--- src/rtl/lmg_move_unpacker_pkg.sv ---
// Shared constants, slot extraction helper and FSM state encoding for the LMG move unpacker.
package lmg_move_unpacker_pkg;

    localparam int MOVE_W     = 18;
    localparam int SLOT_W     = 19;
    localparam int LMG_SLOTS  = 8;
    localparam int LMG_WORD_W = 152;

    localparam logic [2:0] ST_IDLE      = 3'd0;
    localparam logic [2:0] ST_WAIT_DONE = 3'd1;
    localparam logic [2:0] ST_REQ       = 3'd2;
    localparam logic [2:0] ST_CAPTURE   = 3'd3;
    localparam logic [2:0] ST_EMIT      = 3'd4;
    localparam logic [2:0] ST_DONE      = 3'd5;

    // Slot k occupies bits [19k+18:19k]; bit 19k+18 is its invalid flag.
    function automatic logic [SLOT_W-1:0] get_slot(input logic [LMG_WORD_W-1:0] word,
                                                   input logic [2:0]            k);
        return word[int'(k)*SLOT_W +: SLOT_W];
    endfunction

endpackage

--- src/rtl/lmg_move_unpacker_slot_pick.sv ---
// Lowest-set-bit encoder over the pending-slot mask of one LMG word.
module lmg_move_unpacker_slot_pick
    import lmg_move_unpacker_pkg::*;
(
    input  logic [LMG_SLOTS-1:0] pending_mask,
    output logic [2:0]           slot_idx,
    output logic                 any_pending
);

    // Scan from the top so the lowest set bit is the last one to win.
    always_comb begin
        slot_idx    = 3'd0;
        any_pending = |pending_mask;
        for (int k = LMG_SLOTS - 1; k >= 0; k--) begin
            slot_idx = pending_mask[k] ? 3'(k) : slot_idx;
        end
    end

endmodule

--- src/rtl/lmg_move_unpacker.sv ---
// Pops LMG FIFO words and streams their valid moves, one per cycle, with a running index
// and end-of-list / saturation reporting.
module lmg_move_unpacker #(
    parameter int MOVE_W  = 18,
    parameter int SLOTS   = 8,
    parameter int COUNT_W = 8
) (
    input  logic                        clk,
    input  logic                        reset,
    input  logic                        start,
    input  logic                        lmg_done,
    input  logic                        fifo_empty,
    output logic                        fifo_rden,
    input  logic [SLOTS*(MOVE_W+1)-1:0] fifo_data,
    output logic                        move_valid,
    input  logic                        move_ready,
    output logic [MOVE_W-1:0]           move_data,
    output logic [COUNT_W-1:0]          move_index,
    output logic                        list_done,
    output logic [COUNT_W-1:0]          move_count,
    output logic                        overflow
);
    import lmg_move_unpacker_pkg::*;

    localparam int                 WORD_W_L  = SLOTS * (MOVE_W + 1);
    localparam logic [COUNT_W-1:0] COUNT_MAX = {COUNT_W{1'b1}};
    localparam logic [COUNT_W-1:0] COUNT_ONE = {{(COUNT_W-1){1'b0}}, 1'b1};

    logic [2:0]          state_q, state_d;
    logic [WORD_W_L-1:0] word_q, word_d;
    logic [SLOTS-1:0]    mask_q, mask_d;
    logic [COUNT_W-1:0]  count_q, count_d;
    logic                overflow_q, overflow_d;

    logic [SLOTS-1:0]    cap_mask_s;
    logic [SLOTS-1:0]    pick_onehot_s;
    logic [2:0]          pick_idx_s;
    logic                any_pending_s;
    logic [SLOT_W-1:0]   cur_slot_s;
    logic                saturated_s;
    logic                move_valid_s;
    logic                handshake_s;

    lmg_move_unpacker_slot_pick u_slot_pick (
        .pending_mask (mask_q),
        .slot_idx     (pick_idx_s),
        .any_pending  (any_pending_s)
    );

    assign cur_slot_s    = get_slot(word_q, pick_idx_s);
    assign pick_onehot_s = {{(SLOTS-1){1'b0}}, 1'b1} << pick_idx_s;
    assign saturated_s   = (count_q == COUNT_MAX);
    // A saturated count suppresses presentation; the slot is dropped in EMIT instead.
    assign move_valid_s  = (state_q == ST_EMIT) && any_pending_s && !saturated_s
                           && !cur_slot_s[MOVE_W];
    assign handshake_s   = move_valid_s && move_ready;

    assign fifo_rden  = (state_q == ST_REQ) && !fifo_empty;
    assign move_valid = move_valid_s;
    assign move_data  = move_valid_s ? cur_slot_s[MOVE_W-1:0] : {MOVE_W{1'b0}};
    assign move_index = move_valid_s ? count_q : {COUNT_W{1'b0}};
    assign list_done  = (state_q == ST_DONE);
    assign move_count = count_q;
    assign overflow   = overflow_q;

    // Pending mask of the word currently on fifo_data: one bit per valid slot.
    always_comb begin
        cap_mask_s = {SLOTS{1'b0}};
        for (int k = 0; k < SLOTS; k++) begin
            cap_mask_s[k] = ~fifo_data[k*(MOVE_W+1) + MOVE_W];
        end
    end

    // Next-state and datapath update for the unpacking FSM.
    always_comb begin
        state_d    = state_q;
        word_d     = word_q;
        mask_d     = mask_q;
        count_d    = count_q;
        overflow_d = overflow_q;
        if (start) begin
            state_d    = ST_WAIT_DONE;
            word_d     = {WORD_W_L{1'b0}};
            mask_d     = {SLOTS{1'b0}};
            count_d    = {COUNT_W{1'b0}};
            overflow_d = 1'b0;
        end else begin
            case (state_q)
                ST_IDLE: begin
                    state_d = ST_IDLE;
                end
                ST_WAIT_DONE: begin
                    state_d = lmg_done ? ST_REQ : ST_WAIT_DONE;
                end
                ST_REQ: begin
                    state_d = fifo_empty ? ST_DONE : ST_CAPTURE;
                end
                ST_CAPTURE: begin
                    word_d  = fifo_data;
                    mask_d  = cap_mask_s;
                    state_d = (cap_mask_s == {SLOTS{1'b0}}) ? ST_DONE : ST_EMIT;
                end
                ST_EMIT: begin
                    if (!any_pending_s) begin
                        state_d = ST_REQ;
                    end else if (saturated_s) begin
                        mask_d     = {SLOTS{1'b0}};
                        overflow_d = 1'b1;
                        state_d    = ST_REQ;
                    end else if (handshake_s) begin
                        mask_d  = mask_q & ~pick_onehot_s;
                        count_d = count_q + COUNT_ONE;
                        state_d = (mask_d == {SLOTS{1'b0}}) ? ST_REQ : ST_EMIT;
                    end else begin
                        state_d = ST_EMIT;
                    end
                end
                ST_DONE: begin
                    state_d = ST_DONE;
                end
                default: begin
                    state_d = ST_IDLE;
                end
            endcase
        end
    end

    // State registers; reset takes priority over everything, including start.
    always_ff @(posedge clk) begin
        if (reset) begin
            state_q    <= ST_IDLE;
            word_q     <= {WORD_W_L{1'b0}};
            mask_q     <= {SLOTS{1'b0}};
            count_q    <= {COUNT_W{1'b0}};
            overflow_q <= 1'b0;
        end else begin
            state_q    <= state_d;
            word_q     <= word_d;
            mask_q     <= mask_d;
            count_q    <= count_d;
            overflow_q <= overflow_d;
        end
    end

endmodule

--- config.mk ---
export PLATFORM = sky130hd
export DESIGN_NAME = lmg_move_unpacker
export DESIGN_NICKNAME = d
export VERILOG_FILES = /design/src/rtl/lmg_move_unpacker_pkg.sv /design/src/rtl/lmg_move_unpacker_slot_pick.sv /design/src/rtl/lmg_move_unpacker.sv
export SDC_FILE = /design/constraint.sdc
export NUM_CORES = 1
export LEC_CHECK = 0
export BUFFER_PORTS_ARGS = -buffer_cell sky130_fd_sc_hd__buf_2
export CAP_MARGIN = 25
export CORE_MARGIN = 3
export CORE_UTILIZATION = 45
export DETAILED_ROUTE_END_ITERATION = 7
export GPL_ROUTABILITY_DRIVEN = 0
export PLACE_DENSITY_LB_ADDON = 0.08
export SYNTH_ARGS = -nofsm -noshare
export SYNTH_HDL_FRONTEND = slang
export SYNTH_HIERARCHICAL = 1
export SYNTH_SLANG_ARGS = --single-unit
export TNS_END_PERCENT = 50
--- constraint.sdc ---
create_clock -name clk -period 2.45 [get_ports clk]
set_input_delay 0.3675 -clock clk [delete_from_list [all_inputs] [get_ports clk]]
set_output_delay 0.3675 -clock clk [all_outputs]
set_load 0.05 [all_outputs]
==> results.md <==
- Post-synthesis cell area: 0.00770 mm^2
- Number of synthesized flops with an enable pin: 0
- Cts bufs inserted: 17
- Comb pwr share: 0.070
- Switching power: 0.00141 W
- Slew at the pin closest to its max-slew limit: 0.802 ns
- 1st-iter DRT viols: 692
- CTS root buf: clkbuf_16
- Top Metal Used: met4
- Synth Flop Type: dfxtp_1
- Clock Path Buffers: 2
- Leakage Power: 3.81 nW
- Power per cell area: 552 mW/mm^2
- Final std cells w/o fill: 1386
- Pint: 0.00457 W
- Most common cell after layout, fill and taps aside: nand2_1
- Max_cap viols: 0
- Synth async-reset ratio: 0
- Die height: 137 um
- Clock insertion delay at the later pin of the skew report: 0.43 ns
- H-tree depth: 4
- Crit path DAT: 2.66 ns
- Max-slew headroom: 0.465
- Sequential share of the synthesized area: 0.447
- Final nets: 1311
- DR vias/cell: 5.33
- Worst hold slack: 0.133 ns
- Worst Setup Path Type: flop to primary output
- Clock sinks: 172
- Hold Path Class: input port to flop
- CTS Hold Buffers Added: 0
- CTS tree: yes
- Drt wl/cell: 16.7 um
- Seq pwr share: 0.470
- Achievable Freq: 331 MHz
- Setup Viol. Count Final: 35
- Status: finished with violations
- Failing checks: setup timing
- Worst vdd ir: 0.531 mV
- Mapped Avg Cell Area: 8.26 um^2
- Tcrit/Tclk final: 1.23
- Hold Fails Final Rpt: 0
- Vias in the first global route: 6877
- Synth-to-layout area growth: 40.6%
- Maximum fanout along the worst path: 6
- Final Max Tran Viols: 0
- Initial antenna violation count: 0
- Chip width: 137 um
- Remaining DRCs: 0
- Largest net degree at the start of global routing: 164
- Met2 Wirelength: 10.6 mm
- WP data required: 2.08 ns
- Overflow left after global routing: 0
- Total die area: 0.0187 mm^2
- Dpl cells: 1339
- Num ports: 196
- Row count: 47
- Port Buffers: 195
- Total number of vias: 7388
- HPWL Detailed: 15.8 mm
- Share of cells above drive strength 1: 0.363
- Metal-1 WL: 10.9 mm
- Clk slew on worst S/H paths: 0.07 ns
- Ys Warns: 6
- Number of synthesized register bits: 172
- Sw Share: 0.236
- Gate Count Post-Synth: 933
- Total GRT Usage: 0.244
- Final setup margin: -0.575 ns
- Unique masters post-synth: 54
- Starting Density: 0.463
- Critical Path End Type: primary output
- Most frequent cells in the layout: nand2_1, a21oi_1, buf_2, dfxtp_1, buf_4
- Met3 Wirelength: 1.42 mm
- Final Critical Period: 3.02 ns
- Iteration count of the initial detailed-routing pass: 5
- CORE AREA: 0.0166 mm^2
- RSZ-0062 raised after global routing: true
- Syn_nets: 1092
- Worst clock skew: 0.00769 ns
- Clock Power Share: 0.460
- First-pass GRT wire length: 35.5 mm
- Crit start category: flop
- Total length of routed wires: 23.2 mm
- Final ANT Viol Nets: 0
through the flow:
step / power, W / setup TNS (ns) / instance area (um^2) / util / worst slack [ns]
2_1_floorplan: 0.00304 / -0.000624 / 7970 / - / -0.0000624
3_3_place_gp: 0.00325 / -5.23 / 9520 / 0.572 / -0.261
3_5_place_dp: 0.00325 / -7.51 / 9520 / 0.572 / -0.286
4_1_cts: 0.00600 / -14.88 / 10500 / 0.634 / -0.584
5_1_grt: 0.00616 / -17.06 / 10800 / 0.651 / -0.645
6_report: 0.00598 / -14.71 / 10800 / 0.651 / -0.575
registers in the layout, indices dropped and copies added (netlist names):
| signal | cells |
|---|---|
| overflow | 1 |
| state_q | 3 |
| move_count | 8 |
| word_q | 152 |
| mask_q | 8 |
cells by family after synthesis:
logic type	synth area share
buffers and inverters	0.0427
adders and majority gates	0.00162
AOI/OAI and AO/OA	0.161
muxes	0.134
xor gates and xnor gates	0.00114
DFF	0.447
and+or+nand+nor	0.212
layer usage:
metal	GRT usage	up-vias
met2	0.364	253
met1	0.360	3464
met5	0	-
li1	-	3642
met3	0.0460	29
met4	0.0726	0
power by group through the flow:
stage | Clock (W) | Sequential, W | Combinational (W)
3_3_place_gp | 0 | 0.00287 | 0.000378
5_1_grt | 0.00290 | 0.00281 | 0.000454
2_1_floorplan | 0 | 0.00287 | 0.000166
6_report | 0.00275 | 0.00281 | 0.000420
3_5_place_dp | 0 | 0.00287 | 0.000379
4_1_cts | 0.00279 | 0.00281 | 0.000403
final cells by class:
class / instances / area, um^2
fill: 1430 / 5810
multi-input combinational: 681 / 4450
sequential: 172 / 3460
timing repair buffer: 271 / 2010
clock buffer: 19 / 443
tap: 220 / 275
clock inverter: 13 / 155
inverter: 9 / 38.8
antenna: 1 / 2.50
timing repair:
item                       4_1_cts  5_1_grt
setup endpoints to repair       37       45
resized for setup               91       42
cloned                           1        2
setup buffers                    6        5
pin swaps                        8       23
cells in the mapped netlist (3+ instances only):
cell,count,share of area
nand2_1,320,0.16
a21o_1,3,0.0029
o31ai_1,4,0.0039
a32o_1,5,0.0065
a21oi_1,169,0.11
nand3_1,8,0.0052
or3_1,4,0.0032
mux2i_1,21,0.027
o21ai_0,9,0.0058
inv_1,8,0.0039
nor2b_1,4,0.0032
or4_1,3,0.0029
a22oi_1,9,0.0088
nand4_1,3,0.0024
mux4_2,36,0.11
dfxtp_1,172,0.45
buf_1,7,0.0034
buf_2,8,0.0052
and2_1,8,0.0065
nor2_1,36,0.018
clkbuf_1,53,0.026
worst paths after layout:
check,start,end,slack (ns),depth (start not counted)
min reg2reg,word_q[45]$_SDFFE_PP0P_,word_q[45]$_SDFFE_PP0P_,0.45,2
min,reset,state_q[0]$_SDFF_PP0_,0.13,2
max,mask_q[4]$_SDFFE_PP0P_,move_data[7],-0.57,8
max reg2reg,mask_q[4]$_SDFFE_PP0P_,move_count[7]$_SDFFE_PP0P_,-0.19,8
worst max-delay path: stages (launching register included):
cell and delay (ns):
dfxtp_4 0.37, o41ai_4 0.38, buf_4 0.22, buf_8 0.14, buf_12 0.13, mux4_2 0.54, mux2i_2 0.24, nor2_4 0.05
buf_6 0.15
No activity file was read; power rests on OpenSTA's default activity.
